===== src/rtl/muldiv_pkg.sv =====
// Shared types for the iterative multiply/divide unit: op encodings and FSM states.
package muldiv_pkg;

  localparam int OP_W = 3;

  typedef enum logic [OP_W-1:0] {
    OP_MULT  = 3'b000,
    OP_MULTU = 3'b001,
    OP_DIV   = 3'b010,
    OP_DIVU  = 3'b011,
    OP_MTHI  = 3'b100,
    OP_MTLO  = 3'b101
  } op_t;

  typedef enum logic [1:0] {
    IDLE = 2'd0,
    RUN  = 2'd1,
    FIX  = 2'd2,
    DONE = 2'd3
  } state_t;

endpackage


===== src/rtl/muldiv_step.sv =====
// One radix-2 iteration: shift-add for multiply, restoring subtract for divide.
module muldiv_step #(
  parameter int WIDTH = 32
) (
  input  logic             is_div,
  input  logic [WIDTH:0]   acc_hi,
  input  logic [WIDTH-1:0] acc_lo,
  input  logic [WIDTH-1:0] opnd,
  output logic [WIDTH:0]   nxt_hi,
  output logic [WIDTH-1:0] nxt_lo
);

  logic [WIDTH:0] sum;
  logic [WIDTH:0] trial;
  logic [WIDTH:0] diff;

  always_comb begin
    sum    = acc_hi + (acc_lo[0] ? {1'b0, opnd} : '0);
    trial  = {acc_hi[WIDTH-1:0], acc_lo[WIDTH-1]};
    // trial < 2*divisor, so bit WIDTH of the difference is a reliable borrow
    diff   = trial - {1'b0, opnd};
    nxt_hi = '0;
    nxt_lo = '0;
    if (is_div) begin
      if (!diff[WIDTH]) begin
        nxt_hi = diff;
        nxt_lo = {acc_lo[WIDTH-2:0], 1'b1};
      end else begin
        nxt_hi = trial;
        nxt_lo = {acc_lo[WIDTH-2:0], 1'b0};
      end
    end else begin
      nxt_hi = {1'b0, sum[WIDTH:1]};
      nxt_lo = {sum[0], acc_lo[WIDTH-1:1]};
    end
  end

endmodule


===== src/rtl/muldiv_unit.sv =====
// Iterative MULT/MULTU/DIV/DIVU with architectural HI/LO and MTHI/MTLO writes.
// Handshake: start is sampled only in IDLE; busy is high in RUN and FIX; done pulses one cycle in DONE.
module muldiv_unit
  import muldiv_pkg::*;
#(
  parameter  int WIDTH = 32,
  localparam int CNT_W = $clog2(WIDTH + 1)
) (
  input  logic             clk,
  input  logic             reset_n,
  input  logic             start,
  input  logic [OP_W-1:0]  op,
  input  logic [WIDTH-1:0] a,
  input  logic [WIDTH-1:0] b,
  output logic             busy,
  output logic             done,
  output logic             div_by_zero,
  output logic [WIDTH-1:0] hi,
  output logic [WIDTH-1:0] lo,
  output state_t           dbg_state
);

  state_t state, state_n;

  logic [CNT_W-1:0] cnt;
  logic             is_div;
  logic             neg_hi;
  logic             neg_lo;
  logic             dz;
  logic [WIDTH:0]   r_hi;
  logic [WIDTH-1:0] r_lo;
  logic [WIDTH-1:0] r_opnd;

  logic             op_mul, op_div, op_sgn;
  logic             a_neg, b_neg;
  logic [WIDTH-1:0] mag_a, mag_b;
  logic [WIDTH:0]   step_hi;
  logic [WIDTH-1:0] step_lo;
  logic [2*WIDTH-1:0] prod, prod_s;
  logic [WIDTH-1:0] fix_hi, fix_lo;

  always_comb begin
    op_mul = (op == OP_MULT) || (op == OP_MULTU);
    op_div = (op == OP_DIV)  || (op == OP_DIVU);
    op_sgn = (op == OP_MULT) || (op == OP_DIV);
    a_neg  = op_sgn && a[WIDTH-1];
    b_neg  = op_sgn && b[WIDTH-1];
    // The most-negative value maps onto itself, which is its correct unsigned magnitude
    mag_a  = a_neg ? -a : a;
    mag_b  = b_neg ? -b : b;
  end

  always_ff @(posedge clk or negedge reset_n) begin
    if (!reset_n) state <= IDLE;
    else          state <= state_n;
  end

  always_comb begin
    state_n = state;
    case (state)
      IDLE: begin
        if (start) begin
          if ((op == OP_MTHI) || (op == OP_MTLO)) state_n = DONE;
          else if (op_div && (b == '0))            state_n = FIX;
          else if (op_mul || op_div)               state_n = RUN;
        end
      end
      RUN:     if (cnt == CNT_W'(WIDTH - 1)) state_n = FIX;
      FIX:     state_n = DONE;
      DONE:    state_n = IDLE;
      default: state_n = IDLE;
    endcase
  end

  muldiv_step #(.WIDTH(WIDTH)) u_step (
    .is_div (is_div),
    .acc_hi (r_hi),
    .acc_lo (r_lo),
    .opnd   (r_opnd),
    .nxt_hi (step_hi),
    .nxt_lo (step_lo)
  );

  always_comb begin
    prod   = {r_hi[WIDTH-1:0], r_lo};
    prod_s = neg_lo ? -prod : prod;
    if (is_div) begin
      fix_hi = neg_hi ? -r_hi[WIDTH-1:0] : r_hi[WIDTH-1:0];
      fix_lo = neg_lo ? -r_lo : r_lo;
    end else begin
      fix_hi = prod_s[2*WIDTH-1:WIDTH];
      fix_lo = prod_s[WIDTH-1:0];
    end
  end

  always_ff @(posedge clk or negedge reset_n) begin
    if (!reset_n) begin
      cnt    <= '0;
      is_div <= 1'b0;
      neg_hi <= 1'b0;
      neg_lo <= 1'b0;
      dz     <= 1'b0;
      r_hi   <= '0;
      r_lo   <= '0;
      r_opnd <= '0;
      hi     <= '0;
      lo     <= '0;
    end else begin
      case (state)
        IDLE: begin
          if (start && (op_mul || op_div)) begin
            cnt    <= '0;
            is_div <= op_div;
            r_hi   <= '0;
            if (op_div && (b == '0)) begin
              // Divide by zero bypasses RUN; FIX then writes hi=a, lo=all-ones unchanged
              r_hi   <= {1'b0, a};
              r_lo   <= '1;
              neg_hi <= 1'b0;
              neg_lo <= 1'b0;
              dz     <= 1'b1;
            end else begin
              r_lo   <= op_div ? mag_a : mag_b;
              r_opnd <= op_div ? mag_b : mag_a;
              neg_lo <= a_neg ^ b_neg;
              neg_hi <= op_div ? a_neg : (a_neg ^ b_neg);
              dz     <= 1'b0;
            end
          end else if (start && (op == OP_MTHI)) begin
            hi <= a;
          end else if (start && (op == OP_MTLO)) begin
            lo <= a;
          end
        end
        RUN: begin
          r_hi <= step_hi;
          r_lo <= step_lo;
          cnt  <= cnt + CNT_W'(1);
        end
        FIX: begin
          hi <= fix_hi;
          lo <= fix_lo;
        end
        DONE:    dz <= 1'b0;
        default: ;
      endcase
    end
  end

  assign busy        = (state == RUN) || (state == FIX);
  assign done        = (state == DONE);
  assign div_by_zero = done && dz;
  assign dbg_state   = state;

endmodule


===== config.mk =====
export PLATFORM = sky130hd
export DESIGN_NAME = muldiv_unit
export DESIGN_NICKNAME = d
export VERILOG_FILES = /design/src/rtl/muldiv_pkg.sv /design/src/rtl/muldiv_step.sv /design/src/rtl/muldiv_unit.sv
export SDC_FILE = /design/constraint.sdc
export NUM_CORES = 1
export LEC_CHECK = 0
export ABC_AREA = 0
export BUFFER_PORTS_ARGS = -buffer_cell sky130_fd_sc_hd__clkbuf_2
export CORE_UTILIZATION = 30
export DETAILED_ROUTE_END_ITERATION = 8
export GPL_ROUTABILITY_DRIVEN = 0
export GPL_TIMING_DRIVEN = 0
export PLACE_DENSITY_LB_ADDON = 0.08
export SYNTH_ARGS = -nofsm -noshare
export SYNTH_HDL_FRONTEND = slang
export SYNTH_SLANG_ARGS = --single-unit

===== constraint.sdc =====
create_clock -name clk -period 4.75 [get_ports clk]
set_input_delay 0.7125 -clock clk [delete_from_list [all_inputs] [get_ports clk]]
set_output_delay 0.7125 -clock clk [all_outputs]
set_load 0.1 [all_outputs]

### After elaboration in Yosys (flattened, before gate mapping)

Index checks and enable logic that the tools add are counted.

| cells by class | value |
|---|---|
| add/subtract/negate cells | 8 |
| eq/ne operators | 17 |
| mux-type cells | 41 |
| bitwise gates (word level) | 2 |
| reductions and logical operators | 26 |

Operator list:

| cell | count |
|---|---|
| $mux W32 | 18 |
| $pmux W32 S2 | 3 |
| $neg A32 Y32 | 4 |
| $mux W33 | 3 |
| $pmux W33 S2 | 1 |
| $mux W64 | 1 |
| $neg A64 Y64 | 1 |
| $add A33 B33 Y33 | 1 |
| $sub A33 B32 Y33 | 1 |
| $logic_not A32 Y1 | 1 |
| $ne A2 B2 Y1 const B | 7 |
| $pmux W6 S2 | 1 |
| $mux W2 | 5 |
| $reduce_and A3 Y1 | 3 |
| $pmux W2 S4 | 1 |
| $logic_and A1 B1 Y1 | 7 |
| $add A6 B1 Y6 const B | 1 |
| $eq A3 B2 Y1 const B | 2 |
| $eq A3 B3 Y1 const B | 2 |
| $eq A6 B5 Y1 const B | 1 |
| $logic_or A1 B1 Y1 | 6 |
| $mux W1 | 6 |
| $mux W6 | 1 |
| $reduce_and A2 Y1 | 3 |
| 11 further kinds | 14 |

| storage, ports and cells | value |
|---|---|
| bits in registers | 173 |
| input bits | 70 |
| output and inout bits | 69 |
| word-level logic and storage cells | 105 |

### Longest topological paths before layout

Gate-level depths: netlist of the first run.

| depth | value |
|---|---|
| word-level depth | 8 |
| gate-level depth with buffers | 19 |
| depth with buffers taken out | 18 |

### Modules after synthesis

From an unflattened synthesis of the first run, not the netlist that was laid out.

| unflattened totals | value |
|---|---|
| cells, all modules | 2061 |
| area, all modules | 16276.9 µm² |

Modules (own cells, without submodules):

| module | instances | cells an instance | area an instance (µm²) | seq. area each (µm²) |
|---|---|---|---|---|
| muldiv_unit | 1 | 1372 | 11467.2 | 4329.2 |
| muldiv_step | 1 | 689 | 4809.6 | 0.0 |

### Worst setup path after synthesis of the first run

OpenSTA, ideal clock, no wires.

| path | value |
|---|---|
| path type | reg2reg |
| start point | register r_hi[14] |
| end point | register r_hi[7] |
| library setup time | 126 ps |
| data arrival time | 3780 ps |
| required time | 4624 ps |
| slack | 845 ps |
| cell stages (with the launch flop) | 17 |
| buffers on the path | 2 |
| clock period less this slack | 3905 ps |
| cell sequence | dfrtp_1 > ha_1 > a21oi_1 > o21ai_0 > a211oi_1 > nand4_1 > nand2b_1 > o21ai_0 > a21o_1 > a21o_1 > ha_1 > clkbuf_1 > buf_1 > mux2i_1 > o21ai_0 > a221oi_1 > nor2_1 |

| on the way | value |
|---|---|
| longest elaborated chain between the ends | 4 |

RTL lines:

| element | RTL line | source |
|---|---|---|
| start, declared | muldiv_unit.sv:30 | `logic [WIDTH:0] r_hi;` |
| start signal, assigned | muldiv_unit.sv:117 | `r_hi <= {1'b0, a};` |
| start signal, assigned | muldiv_unit.sv:136 | `r_hi <= step_hi;` |
| $sub A33 B32 Y33 | muldiv_step.sv:21 | `diff = trial - {1'b0, opnd};` |
| $mux W33 | muldiv_step.sv:25 | `if (!diff[WIDTH]) begin` |
| $mux W33 | muldiv_step.sv:24 | `if (is_div) begin` |
| $pmux W33 S2 | muldiv_unit.sv:109 | `case (state)` |

Every way passes these cells.
A chain may end at the register's enable or synchronous reset.

### Worst setup path after layout of the first run

| path | value |
|---|---|
| start point | register r_opnd[19] |
| end point | register r_hi[5] |

| on the way | value |
|---|---|
| longest elaborated chain between the ends | 4 |

RTL lines:

| element | RTL line | source |
|---|---|---|
| start, declared | muldiv_unit.sv:32 | `logic [WIDTH-1:0] r_opnd;` |
| start signal, assigned | muldiv_unit.sv:124 | `r_opnd <= op_div ? mag_b : mag_a;` |
| $sub A33 B32 Y33 | muldiv_step.sv:21 |  |
| $mux W33 | muldiv_step.sv:25 |  |
| $mux W33 | muldiv_step.sv:24 |  |
| $pmux W33 S2 | muldiv_unit.sv:109 |  |

Every way passes these cells.

==> results of run 1 <==
==> cells in the final DEF (no fill, tap or decap), types with 11 or more instances in the layout <==
cell	instances
a211oi_1	12
a21o_1	33
a21oi_1	235
a31oi_1	23
and2_1	12
and3_1	12
buf_1	15
clkbuf_1	108
clkbuf_16	17
clkbuf_2	136
dfrtp_1	171
ha_1	74
inv_1	63
mux2i_1	61
nand2_1	252
nand2b_1	15
nand3_1	69
nand4_1	20
nor2_1	201
nor2b_1	22
nor3_1	31
nor4_1	15
o211ai_1	16
o21ai_0	246
o21bai_1	14
o22ai_1	11
o31ai_1	25
or3_1	18
or4_1	16
xnor2_1	97
xor2_1	71
==> power groups by stage <==
stage / Clock (mW) / Sequential [mW] / Combinational, mW
floorplan: 0 / 4.48 / 6.57
global placement: 0 / 2.94 / 11.5
detailed placement: 0 / 2.95 / 11.5
CTS: 1.57 / 2.92 / 11.6
global route: 1.62 / 3.01 / 12.7
finish: 1.54 / 2.95 / 11.8
==> layout make-up <==
| class | count | area share (%) |
|---|---|---|
| clock buffers | 17 | 2.361 |
| inverters | 68 | 1.430 |
| diodes | 1 | 0.01389 |
| repair buffers | 138 | 4.021 |
| clock inverters | 15 | 1.069 |
| well taps | 680 | 4.722 |
| flip-flops and latches | 173 | 24.04 |
| plain buffers | 131 | 2.882 |
| multi-input cells | 1745 | 59.46 |
==> metal layers <==
layer | vias up | part of all wire (%) | GRT usage [%]
met5 | - | 0 | 0
met2 | 696 | 44 | 43.69
li1 | 7886 | - | -
met1 | 8271 | 45 | 38.33
met4 | 0 | 3.8 | 11.73
met3 | 125 | 7.4 | 5.094
==> critical path, delay by kind of cell (launching register included) <==
kind | cells | cell delay [ns]
simple gates | 3 | 0.46
buf+inv | 4 | 0.84
flops | 1 | 0.44
fa+ha+maj | 2 | 0.60
compound gates | 7 | 1.86
mux | 2 | 0.31
==> registers in the layout (all words and copies together), names as in the netlist <==
register	cells
cnt	6
hi	32
r_opnd	32
lo	32
dz	1
dbg_state	2
r_hi	33
is_div	1
neg_lo	1
neg_hi	1
r_lo	32
==> how the worst max path moves through the flow <==
| stage | start | endpoint | slack (ns) | cells past startpoint |
|---|---|---|---|---|
| floorplan | r_hi[14] | r_hi[7] | 0.84 | 16 |
| global placement | r_hi[17] | r_hi[0] | -0.92 | 17 |
| detailed placement | r_hi[17] | r_hi[0] | -0.86 | 17 |
| CTS | r_hi[17] | r_hi[0] | -0.11 | 17 |
| global route | r_opnd[19] | r_hi[5] | 0.01 | 18 |
| finish | r_opnd[19] | r_hi[5] | 0.08 | 18 |
==> per-stage QoR <==
stage	instances	TNS [ns]	hold WS [ns]	setup slack [ns]
global placement	2936	-124.85	0.4648	-0.9225
detailed placement	2937	-16.51	0.4719	-0.8588
floorplan	2120	0	0.4169	0.8447
CTS	2969	-0.3755	0.2228	-0.1087
finish	2968	0	0.2148	0.08479
global route	2967	0	0.2604	0.01488
==> logic make-up (layout without fill, tap and decap cells) <==
family                     count (synthesis)  in the layout
AOI/OAI and AO/OA                        705            705
xor gates and xnor gates                 168            168
adders and majority gates                 76             76
buffers and inverters                    202            369
DFF                                      173            173
muxes                                     67             67
other                                      0              1
and+or+nand+nor                          729            729
==> what timing repair did <==
action	4_1_cts	5_1_grt
gates cloned	0	0
pin swaps	0	2
gates resized for setup	7	15
setup endpoints to repair	31	31
setup buffers	0	1
==> results.sh, run 1 <==
export IMPL_syn_avg_cell_area_um2=7.435
export IMPL_rows=83
export IMPL_wl_mm=75.56
export IMPL_clockBufferDepth=2
export IMPL_synth_xor_area_share_pct=9.335
export IMPL_r2r_end="r_hi[5]"
export IMPL_grt_pass1_vias=16290
export IMPL_antenna_found_initial=3
export IMPL_crit_type="flip-flop to flip-flop"
export IMPL_setup_violations=0
export IMPL_max_slew_worst_pin_slew_ns=1.033
export IMPL_pin_count=139
export IMPL_clk_pin_slew_worst_paths_ns=0.08
export IMPL_fillers=5589
export IMPL_dr_pass1_iters=9
export IMPL_antenna_left=0
export IMPL_critPathRequiredTime_ns=5.13
export IMPL_hold_violations=0
export IMPL_crit_chain="inv_1, ha_1, clkbuf_1, a21oi_1, o21ai_0, a211oi_2, nand4_1, nand2b_1, o21ai_0, a21o_1, a21o_1, ha_1, clkbuf_4, buf_4, mux2i_1, mux2i_1, a221oi_1, nor2_1"
export IMPL_via_count=16980
export IMPL_synth_top_family_by_area="compound AO/OA/AOI/OAI gates"
export IMPL_yosysWarnings=0
export IMPL_finalMaxSlewViolations=0
export IMPL_design_area_um2=18020
export IMPL_synthAdderAreaFrac_pct=6.128
export IMPL_wl_per_cell_um=25.46
export IMPL_synth_area_um2=15760
export IMPL_cts_buffers=17
export IMPL_r2r_cells=18
export IMPL_fin_skew_ns=0.01792
export IMPL_synth_top_area_share_pct=27.46
export IMPL_period_needed_ns=4.665
export IMPL_synth_ff_type="dfrtp_1"
export IMPL_synth_compound_area_share_pct=26.20
export IMPL_endpoint_kind="flip-flop"
export IMPL_switching_share_pct=61.16
export IMPL_cts_tree="built"
export IMPL_synth_area_leaders="dfrtp_1 (27%), o21ai_0 (7.8%), a21oi_1 (7.5%), nand2_1 (6.0%), ha_1 (5.9%)"
export IMPL_grt_remaining_overflow=0
export IMPL_grt_first_pass_wirelength_mm=109.9
export IMPL_slew_headroom_pct=31.13
export IMPL_synth_edf_count=0
export IMPL_min_path_type="input port to asynchronous set/reset pin"
export IMPL_slowest_stage="dfrtp_1"
export IMPL_track_usage_pct=28.21
export IMPL_clkPwrFrac_pct=9.4
export IMPL_die_w_um=231.2
export IMPL_max_freq_mhz=214.4
export IMPL_root_buffer="clkbuf_16"
export IMPL_max_vdd_ir_drop_v=0.0007063
export IMPL_grt_max_degree=102
export IMPL_multi_input_area_um2=10710
export IMPL_rsz0062_at_grt="false"
export IMPL_p_int_mw=6.334
export IMPL_drc=0
export IMPL_power_total_mw=16.31
export IMPL_synthMuxAreaShare_pct=4.302
export IMPL_core_area_um2=51610
export IMPL_critPathArrivalTime_ns=5.05
export IMPL_cts_htree_levels=4
export IMPL_p_comb_share_pct=72.5
export IMPL_viasPerCell=5.720
export IMPL_die_h_um=231.2
export IMPL_synth_most_common_cell="nand2_1"
export IMPL_power_frac_seq_pct=18.1
export IMPL_hpwl_mm=60.55
export IMPL_p_sw_mw=9.974
export IMPL_leakagePower_nw=7.485
export IMPL_postCtsHoldBufs=0
export IMPL_syn_inst=2120
export IMPL_finalNetCount=2420
export IMPL_die_area_um2=53460
export IMPL_synthesis_nets=2266
export IMPL_r2r_slack_ns=0.08
export IMPL_dpl_cell_area_um2=17330
export IMPL_final_core_util_pct=34.91
export IMPL_seqCellArea_um2=4332
export IMPL_synth_distinct_cells=77
export IMPL_clock_latency_ns=0.51
export IMPL_drive_above_1_share_pct=9.620
export IMPL_cts_num_sinks=173
export IMPL_dr_first_iter_drc_count=1707
export IMPL_slowest_delay_ns=0.44
export IMPL_drv_cap=0
export IMPL_startpoint_type="flip-flop"
export IMPL_synth_common_cells="nand2_1 (252), o21ai_0 (246), a21oi_1 (235)"
export IMPL_initial_core_util_pct=30.54
export IMPL_r2r_start="r_opnd[19]"
export IMPL_worstPathMaxFanout=10
export IMPL_synth_seq_cells=173
export IMPL_ys_seq_area_share_pct=27.46
export IMPL_ys_async_sr_fraction_pct=100.0
export IMPL_power_density_nw_per_um2=905.1
export IMPL_area_growth_pct=14.31
export IMPL_yosys_area_top_type="dfrtp_1"
export IMPL_synth_simple_area_share_pct=21.65
export IMPL_fin_crit_sh_pct=98.21
export IMPL_outcome="finished clean"
export IMPL_numPortBuffers=136
Power figures use the tool's default switching activity.
==> run 2, diff against run 1 <==
Settings changed: REMOVE_ABC_BUFFERS set to 1.
==> run 2 against run 1 <==
Net effect: clock skew is 0.010 ns lower; critical path depth is 3 lower; routed wire length is 14% lower; sequential cell count stayed put; final cell count is 3.8% lower; via count is 5.8% lower; die area stayed put; utilization is 0.19 points lower; sequential share of layout area is 0.15 points higher; maximum frequency is 1.1% higher; critical path type unchanged.
==> results.sh, run 2 (same netlist as run 1, synthesis figures left out) <==
export IMPL_crit_start="r_hi[18]"
export IMPL_critPathRequiredTime_ns=5.12
export IMPL_clock_latency_ns=0.48
export IMPL_core_area_um2=51610
export IMPL_cts_num_sinks=173
export IMPL_dr_first_iter_drc_count=1362
export IMPL_pin_count=139
export IMPL_slowest_stage="dfrtp_1"
export IMPL_finalNetCount=2309
export IMPL_hold_violations=0
export IMPL_clockBufferDepth=2
export IMPL_die_area_um2=53460
export IMPL_root_buffer="clkbuf_16"
export IMPL_worstPathMaxFanout=12
export IMPL_clk_pin_slew_worst_paths_ns=0.07
export IMPL_regMostFlops="r_hi"
export IMPL_critPathArrivalTime_ns=4.99
export IMPL_slowest_delay_ns=0.54
export IMPL_r2r_start="r_hi[18]"
export IMPL_area_growth_pct=13.70
export IMPL_outcome="finished clean"
export IMPL_fin_skew_ns=0.007892
export IMPL_grt_remaining_overflow=0
export IMPL_period_needed_ns=4.615
export IMPL_track_usage_pct=24.37
export IMPL_grt_first_pass_wirelength_mm=97.55
export IMPL_numPortBuffers=138
export IMPL_final_cell_mix="nand2_1 (250), o21ai_0 (245), a21oi_1 (233)"
export IMPL_antenna_found_initial=1
export IMPL_final_core_util_pct=34.72
export IMPL_viasPerCell=5.601
export IMPL_diodes=0
export IMPL_dr_pass1_iters=5
export IMPL_rows=83
export IMPL_cts_htree_levels=4
export IMPL_cts_buffers=17
export IMPL_largest_reg_flops=33
export IMPL_min_path_type="input port to asynchronous set/reset pin"
export IMPL_fin_crit_sh_pct=97.15
export IMPL_startpoint_type="flip-flop"
export IMPL_crit_chain="ha_1, nand4_1, nor4_4, o211ai_1, nand4_1, nand2b_1, o21ai_1, a21o_1, a21o_1, ha_4, nor2_1, a21oi_1, o211ai_1, or4_1, and3_1"
export IMPL_finalMaxSlewViolations=0
export IMPL_setup_violations=0
export IMPL_layout_commonest_cell="nand2_1"
export IMPL_max_slew_worst_pin_slew_ns=1.215
export IMPL_grt_pass1_vias=15360
export IMPL_wl_mm=64.62
export IMPL_max_freq_mhz=216.7
export IMPL_fillers=5564
export IMPL_hpwl_mm=48.98
export IMPL_rsz0062_at_grt="false"
export IMPL_antenna_left=0
export IMPL_r2r_slack_ns=0.14
export IMPL_die_w_um=231.2
export IMPL_die_h_um=231.2
export IMPL_endpoint_kind="flip-flop"
export IMPL_slew_headroom_pct=18.71
export IMPL_r2r_cells=15
export IMPL_grt_max_degree=93
export IMPL_crit_type="flip-flop to flip-flop"
export IMPL_drc=0
export IMPL_drv_cap=0
export IMPL_drive_above_1_share_pct=11.08
export IMPL_cts_tree="built"
export IMPL_dpl_cell_area_um2=17190
export IMPL_design_area_um2=17920
export IMPL_via_count=15990
export IMPL_wl_per_cell_um=22.63
export IMPL_r2r_end="r_hi[24]"
export IMPL_initial_core_util_pct=30.54
## run 2: cell types whose count changed in the layout (fill, tap and decap cells not counted), moves of 3 or more
cell	previous run	this run
buf_1	15	0
buf_12	0	8
buf_16	1	4
buf_2	3	0
bufinv_16	1	4
clkbuf_1	108	4
clkbuf_8	1	4
clkinv_2	0	4
clkinv_8	3	0
ha_1	74	71
ha_4	0	3
inv_6	4	0
inv_8	4	0
## run 2: layout make-up
class | instances | area, um^2 | area share, %
clock buffers | 24 | 481.7 | 2.688
multi-input cells | 1745 | 10810 | 60.29
inverters | 68 | 264.0 | 1.473
flip-flops and latches | 173 | 4335 | 24.19
well taps | 680 | 850.8 | 4.747
repair buffers | 157 | 1045 | 5.829
repair inverters | 1 | 5.005 | 0.02793
clock inverters | 7 | 135.1 | 0.7540
## run 2: critical path, delay by kind of cell (launching register included)
| family | cells | cell delay (ns) |
|---|---|---|
| compound gates | 6 | 1.28 |
| fa+ha+maj | 2 | 0.82 |
| flops | 1 | 0.54 |
| simple gates | 7 | 1.85 |
## run 2: metrics by stage
| step | worst slack, ns | TNS, ns | hold slack, ns | instances |
|---|---|---|---|---|
| finish | 0.1352 | 0 | 0.2828 | 2855 |
| global route | 0.009961 | 0 | 0.3422 | 2855 |
| CTS | 0.07396 | 0 | 0.3250 | 2854 |
| detailed placement | -0.8781 | -7.932 | 0.4715 | 2818 |
| global placement | -8.338 | -750.12 | 0.4636 | 2804 |
| floorplan | -2.352 | -127.39 | 0.4169 | 1986 |
## run 2: worst max-delay path by stage
stage	end	slack (ns)	cells past startpoint
after floorplan	r_hi[27]	-2.35	7
after global placement	r_hi[27]	-8.34	8
after detailed placement	r_hi[0]	-0.88	15
after CTS	r_hi[29]	0.07	12
after global routing	r_hi[24]	0.01	17
final	r_hi[24]	0.14	15
## run 2: layer usage
metal / GRT usage [%] / wire length [um]
met5: 0 / 13
met4: 8.568 / 1845
met3: 3.420 / 3112
met2: 39.76 / 30090
met1: 32.63 / 29560
## run 2: what timing repair did
action | CTS | global route
buffers inserted | 4 | 1
pin swaps | 1 | 2
gates cloned | 1 | 0
hold buffers | 0 | 0
setup endpoints to repair | 20 | 5
hold endpoints to repair | 0 | 0
resized for setup | 5 | 8
Power of run 2 is left out: the tool's default activity adds up to more than one toggle a clock period on the data nets, which glitch-free logic cannot reach.
